**src/rtl/mlp_load_sequencer.sv**
```systemverilog
// Streams input and weight words from source memory to the accelerator load port.
// The input beats and weight beats of layer 0 are interleaved per row; each later layer carries weight beats only.
module mlp_load_sequencer #(
  parameter int NUM_LAYERS = 8,
  parameter int ADDR_W     = 11
) (
  input  logic              clk,
  input  logic              rst_n,
  input  logic              start_i,
  input  logic              stall_i,
  output logic              mem_rd_en_o,
  output logic [ADDR_W-1:0] mem_rd_addr_o,
  input  logic [31:0]       mem_rd_data_i,
  output logic              load_en_o,
  output logic [31:0]       load_payload_o,
  output logic              load_type_o,
  output logic [3:0]        input_load_number_o,
  output logic [2:0]        layer_number_o,
  output logic [2:0]        weight_number_o,
  output logic              busy_o,
  output logic              done_o
);

  typedef enum logic [1:0] {IDLE, RUN, DRAIN} state_t;

  localparam logic [2:0] LAST_LAYER = 3'(NUM_LAYERS - 1);

  state_t      state;
  logic        is_input;
  logic [3:0]  row;
  logic [2:0]  layer;
  logic [2:0]  beat;
  logic [31:0] payload_q;
  logic        last_read;

  // Read strobe is combinational so a stall blocks the read in the same cycle.
  always_comb begin
    mem_rd_en_o    = (state == RUN) && !stall_i;
    mem_rd_addr_o  = is_input ? ADDR_W'({row, beat})
                              : ADDR_W'({({1'b0, layer} + 4'd1), row, beat});
    last_read      = !is_input && (layer == LAST_LAYER) && (row == 4'd15) && (beat == 3'd7);
    load_payload_o = load_en_o ? mem_rd_data_i : payload_q;
  end

  always_ff @(posedge clk or negedge rst_n) begin
    if (!rst_n) begin
      state               <= IDLE;
      is_input            <= 1'b1;
      row                 <= '0;
      layer               <= '0;
      beat                <= '0;
      payload_q           <= '0;
      load_en_o           <= 1'b0;
      load_type_o         <= 1'b0;
      input_load_number_o <= '0;
      layer_number_o      <= '0;
      weight_number_o     <= '0;
      busy_o              <= 1'b0;
      done_o              <= 1'b0;
    end else begin
      done_o    <= 1'b0;
      load_en_o <= mem_rd_en_o;
      if (load_en_o) payload_q <= mem_rd_data_i;

      // Tags follow the issuing address; weight number is frozen during input beats.
      if (mem_rd_en_o) begin
        load_type_o         <= is_input;
        input_load_number_o <= row;
        layer_number_o      <= layer;
        if (!is_input) weight_number_o <= beat;
      end

      case (state)
        IDLE: begin
          if (start_i) begin
            state    <= RUN;
            busy_o   <= 1'b1;
            is_input <= 1'b1;
            row      <= '0;
            layer    <= '0;
            beat     <= '0;
          end
        end
        RUN: begin
          if (mem_rd_en_o) begin
            if (last_read) begin
              state <= DRAIN;
            end else if (beat != 3'd7) begin
              beat <= beat + 3'd1;
            end else begin
              beat <= '0;
              if (is_input) begin
                is_input <= 1'b0;
              end else if (row != 4'd15) begin
                row      <= row + 4'd1;
                is_input <= (layer == 3'd0);
              end else begin
                row   <= '0;
                layer <= layer + 3'd1;
              end
            end
          end
        end
        DRAIN: begin
          state  <= IDLE;
          busy_o <= 1'b0;
          done_o <= 1'b1;
        end
        default: state <= IDLE;
      endcase
    end
  end

endmodule
```
**config.mk**
```make
export PLATFORM = sky130hd
export DESIGN_NAME = mlp_load_sequencer
export DESIGN_NICKNAME = d
export VERILOG_FILES = /design/src/rtl/mlp_load_sequencer.sv
export SDC_FILE = /design/constraint.sdc
export NUM_CORES = 1
export LEC_CHECK = 0
export CORE_MARGIN = 8
export CORE_UTILIZATION = 40
export CTS_BUF_LIST = sky130_fd_sc_hd__clkbuf_8
export DETAILED_ROUTE_END_ITERATION = 16
export PLACE_DENSITY = 0.81
export SLEW_MARGIN = 20
export SYNTH_ARGS = -nofsm -noshare
export SYNTH_HDL_FRONTEND = slang
export SYNTH_SLANG_ARGS = --single-unit
```
**constraint.sdc**
```tcl
create_clock -name clk -period 2.91 [get_ports clk]
set_input_delay 0.291 -clock clk [delete_from_list [all_inputs] [get_ports clk]]
set_output_delay 0.291 -clock clk [all_outputs]
set_load 0.02 [all_outputs]
```
==> impl_metrics.toml <==
[outcome]
run_status = "complete, no violations"

[synthesis]
synthCells = 176
synth-edff-count = 0
async_flop_share_pct = 100
yosys-top-cells-area = "dfrtp_1 (59%), mux2_2 (20%), ha_1 (3.1%)"
synth-main-ff-cell = "dfrtp_1"
syn_avg_cell_area_um2 = 14.0
synth_cell_type_count = 33
yosys_register_bits = 59
ys_seq_area_share_pct = 60.0
syn_nets = 218
yosys_warnings = 0
yosys.area.top_type = "dfrtp_1"
syn-cell-area_um2 = 2460
synth_top_area_share_pct = 59.0

[timing]
fin_crit_ns = 2.30
hold_viol = 0
fin_crit_sh_pct = 79.1
finalSetupTns_ns = 0
maxSlewHeadroom_pct = 51.0
tightestPinTransition_ns = 0.735
fin_skew_ns = 0.00683
slew_violations = 0
clock.fmax_mhz = 435
setup_viol = 0
rsz0062_at_grt = "no"

[clocking]
clock_latency_ns = 0.32
h-tree-depth = 3
root_buffer = "clkbuf_8"
clk_pin_slew_ns = 0.07
cts_tree = "done"
cts-hold-fix-buffers = 0
cts.path.max_buffers = 2
cts_buffers = 9
cts_setup_buffers = 0
clock_sinks = 59
cts.repair.resized = 0

[floorplan]
fp.dieW_um = 94.4
die_h_um = 94.4
fp-row-count = 28
pin_count = 94
start_util_pct = 41.6
design.core.area_um2 = 5920
die_area_um2 = 8920

[finish]
area_growth_pct = 48.2
design_area_um2 = 3650
multi_input_area_um2 = 915
fill_cells = 483
antenna_cells = 0
final-seq-area_um2 = 1480
drive_gt1_share_pct = 25.3
final_util_pct = 61.6
nets = 318

[route]
wl_mm = 6.12
via_count = 1774
ant_nets = 0
drt_iter0_drc = 34
avgRoutedWirePerCell_um = 17.2
drc = 0
drt-pass1-iter-count = 4
via_per_inst = 4.98

[power_and_ir_drop]
cellPowerDensity_nw_per_um2 = 803
leakage_uw = 0.00159
peakVddDrop_mv = 0.509

[grt]
track_usage_pct = 14.2
antenna_found_initial = 0
grt_max_degree = 34
grt_pass1_wl_mm = 9.82
grt_pass1_vias = 1853
overflow = 0

[critical_path]
rr_worst_depth = 6
r2r_start = "beat[0]"
rr_endpoint = "beat[0]"
cp-start-kind = "register"
cp.arrival_ns = 2.01
cp_max_fo = 6
crit_path_end_kind = "output pin"
cp.required_ns = 2.62
worstSetupPathType = "register to output pin"
r2r_setup_slack_ns = 1.00

[placed_design]
place_area_um2 = 3470
gp_congestion = 0.853
portBuffers = 93
dp_hpwl_mm = 4.61

[min_path]
hold_class = "input pin to asynchronous set/reset pin"

[job]
drv_cap = 0
synth_stat cells, types with 2 or more instances:
library cell and number:
nor3_1 3, nor2_1 6, clkbuf_1 2, inv_1 9, a31oi_1 2, ha_1 6, a32o_1 3, mux2i_1 4
buf_1 3, nand3_1 3, nor2b_1 4, nand2b_1 4, mux2_2 44, nand2_1 7, dfrtp_1 58
through the flow:
stage / instances / setup WS, ns / hold WS [ns] / total power (µW)
2_1_floorplan: 176 / 0.924 / -0.00459 / 1760
3_3_place_gp: 340 / 0.967 / 0.387 / 2260
3_5_place_dp: 340 / 0.931 / 0.394 / 2300
4_1_cts: 356 / 0.587 / 0.0369 / 2980
5_1_grt: 356 / 0.497 / 0.0653 / 3100
6_report: 356 / 0.609 / 0.0220 / 2930
worst max-delay path by stage:
stage | startpoint | endpoint | slack, ns | depth (start not counted)
global route | layer[0] | mem_rd_addr_o[9] | 0.50 | 4
global placement | layer[0] | mem_rd_addr_o[9] | 0.97 | 4
CTS | layer[0] | mem_rd_addr_o[9] | 0.59 | 4
floorplan | beat[0] | beat[0] | 0.92 | 7
finish | layer[0] | mem_rd_addr_o[9] | 0.61 | 4
detailed placement | layer[0] | mem_rd_addr_o[9] | 0.93 | 4
placed cells by master (no fill, tap or decap):
master / netlist / routed
dfstp_2: 1 / 1
or3_4: 1 / 1
nand2_1: 7 / 7
a21oi_1: 1 / 1
a41oi_1: 1 / 1
a41o_1: 1 / 1
nor2_2: 1 / 1
clkbuf_8: 0 / 11
nor2_1: 6 / 6
clkdlybuf4s50_1: 0 / 92
and2_4: 1 / 1
dfrtp_1: 58 / 58
nor4_1: 1 / 1
o31ai_1: 1 / 1
a31oi_1: 2 / 2
nor2b_1: 4 / 4
inv_1: 9 / 10
nand2b_4: 1 / 1
o21ai_0: 1 / 1
nor3_1: 3 / 3
mux2i_1: 4 / 4
buf_4: 0 / 3
nand3_2: 1 / 1
ha_1: 6 / 6
a21o_1: 1 / 1
clkinvlp_4: 0 / 2
a32o_1: 3 / 3
mux2_4: 1 / 1
a21oi_2: 1 / 1
nand3_1: 3 / 3
clkinv_2: 0 / 2
buf_2: 1 / 1
a22o_1: 1 / 1
nand2b_1: 4 / 4
mux2_2: 44 / 44
critical path, stage by stage, from the launching register on:
cell and delay [ns]:
dfrtp_1 0.43, ha_1 0.22, ha_1 0.29, nor2b_1 0.13
clkdlybuf4s50_1 0.61
logic make-up after synthesis:
family	share of synthesized area (%)
compound gates	4.22
flops	60.0
mux	22.4
fa+ha+maj	3.05
simple gates	7.52
buf+inv	2.80
flip-flops by register name (all words and copies together) (netlist names):
signal	count
load_type_o	1
load_en_o	1
payload_q	32
input_load_number_o	4
done_o	1
row	4
is_input	1
layer_number_o	3
state	2
beat	3
busy_o	1
layer	3
weight_number_o	3
area by class of cell:
cell class | instances | area share (%)
well taps | 75 | 2.57
clock inverters | 5 | 0.789
flip-flops and latches | 59 | 40.5
repair buffers | 96 | 26.0
inverters | 9 | 0.926
multi-input cells | 101 | 25.1
clock buffers | 11 | 4.15
report_power, final:
group          total (µW)  internal [µW]  switching, µW
logic                1140            588            554
registers            1130           1020            105
clock network         661            349            312
layer usage:
metal / share of wire [%] / GRT usage, %
met1: 46 / 18.5
met2: 45 / 21.3
met3: 8.0 / 4.29
met4: 1.5 / 6.08
met5: 0 / 0
No activity file was read; power rests on OpenSTA's default activity.
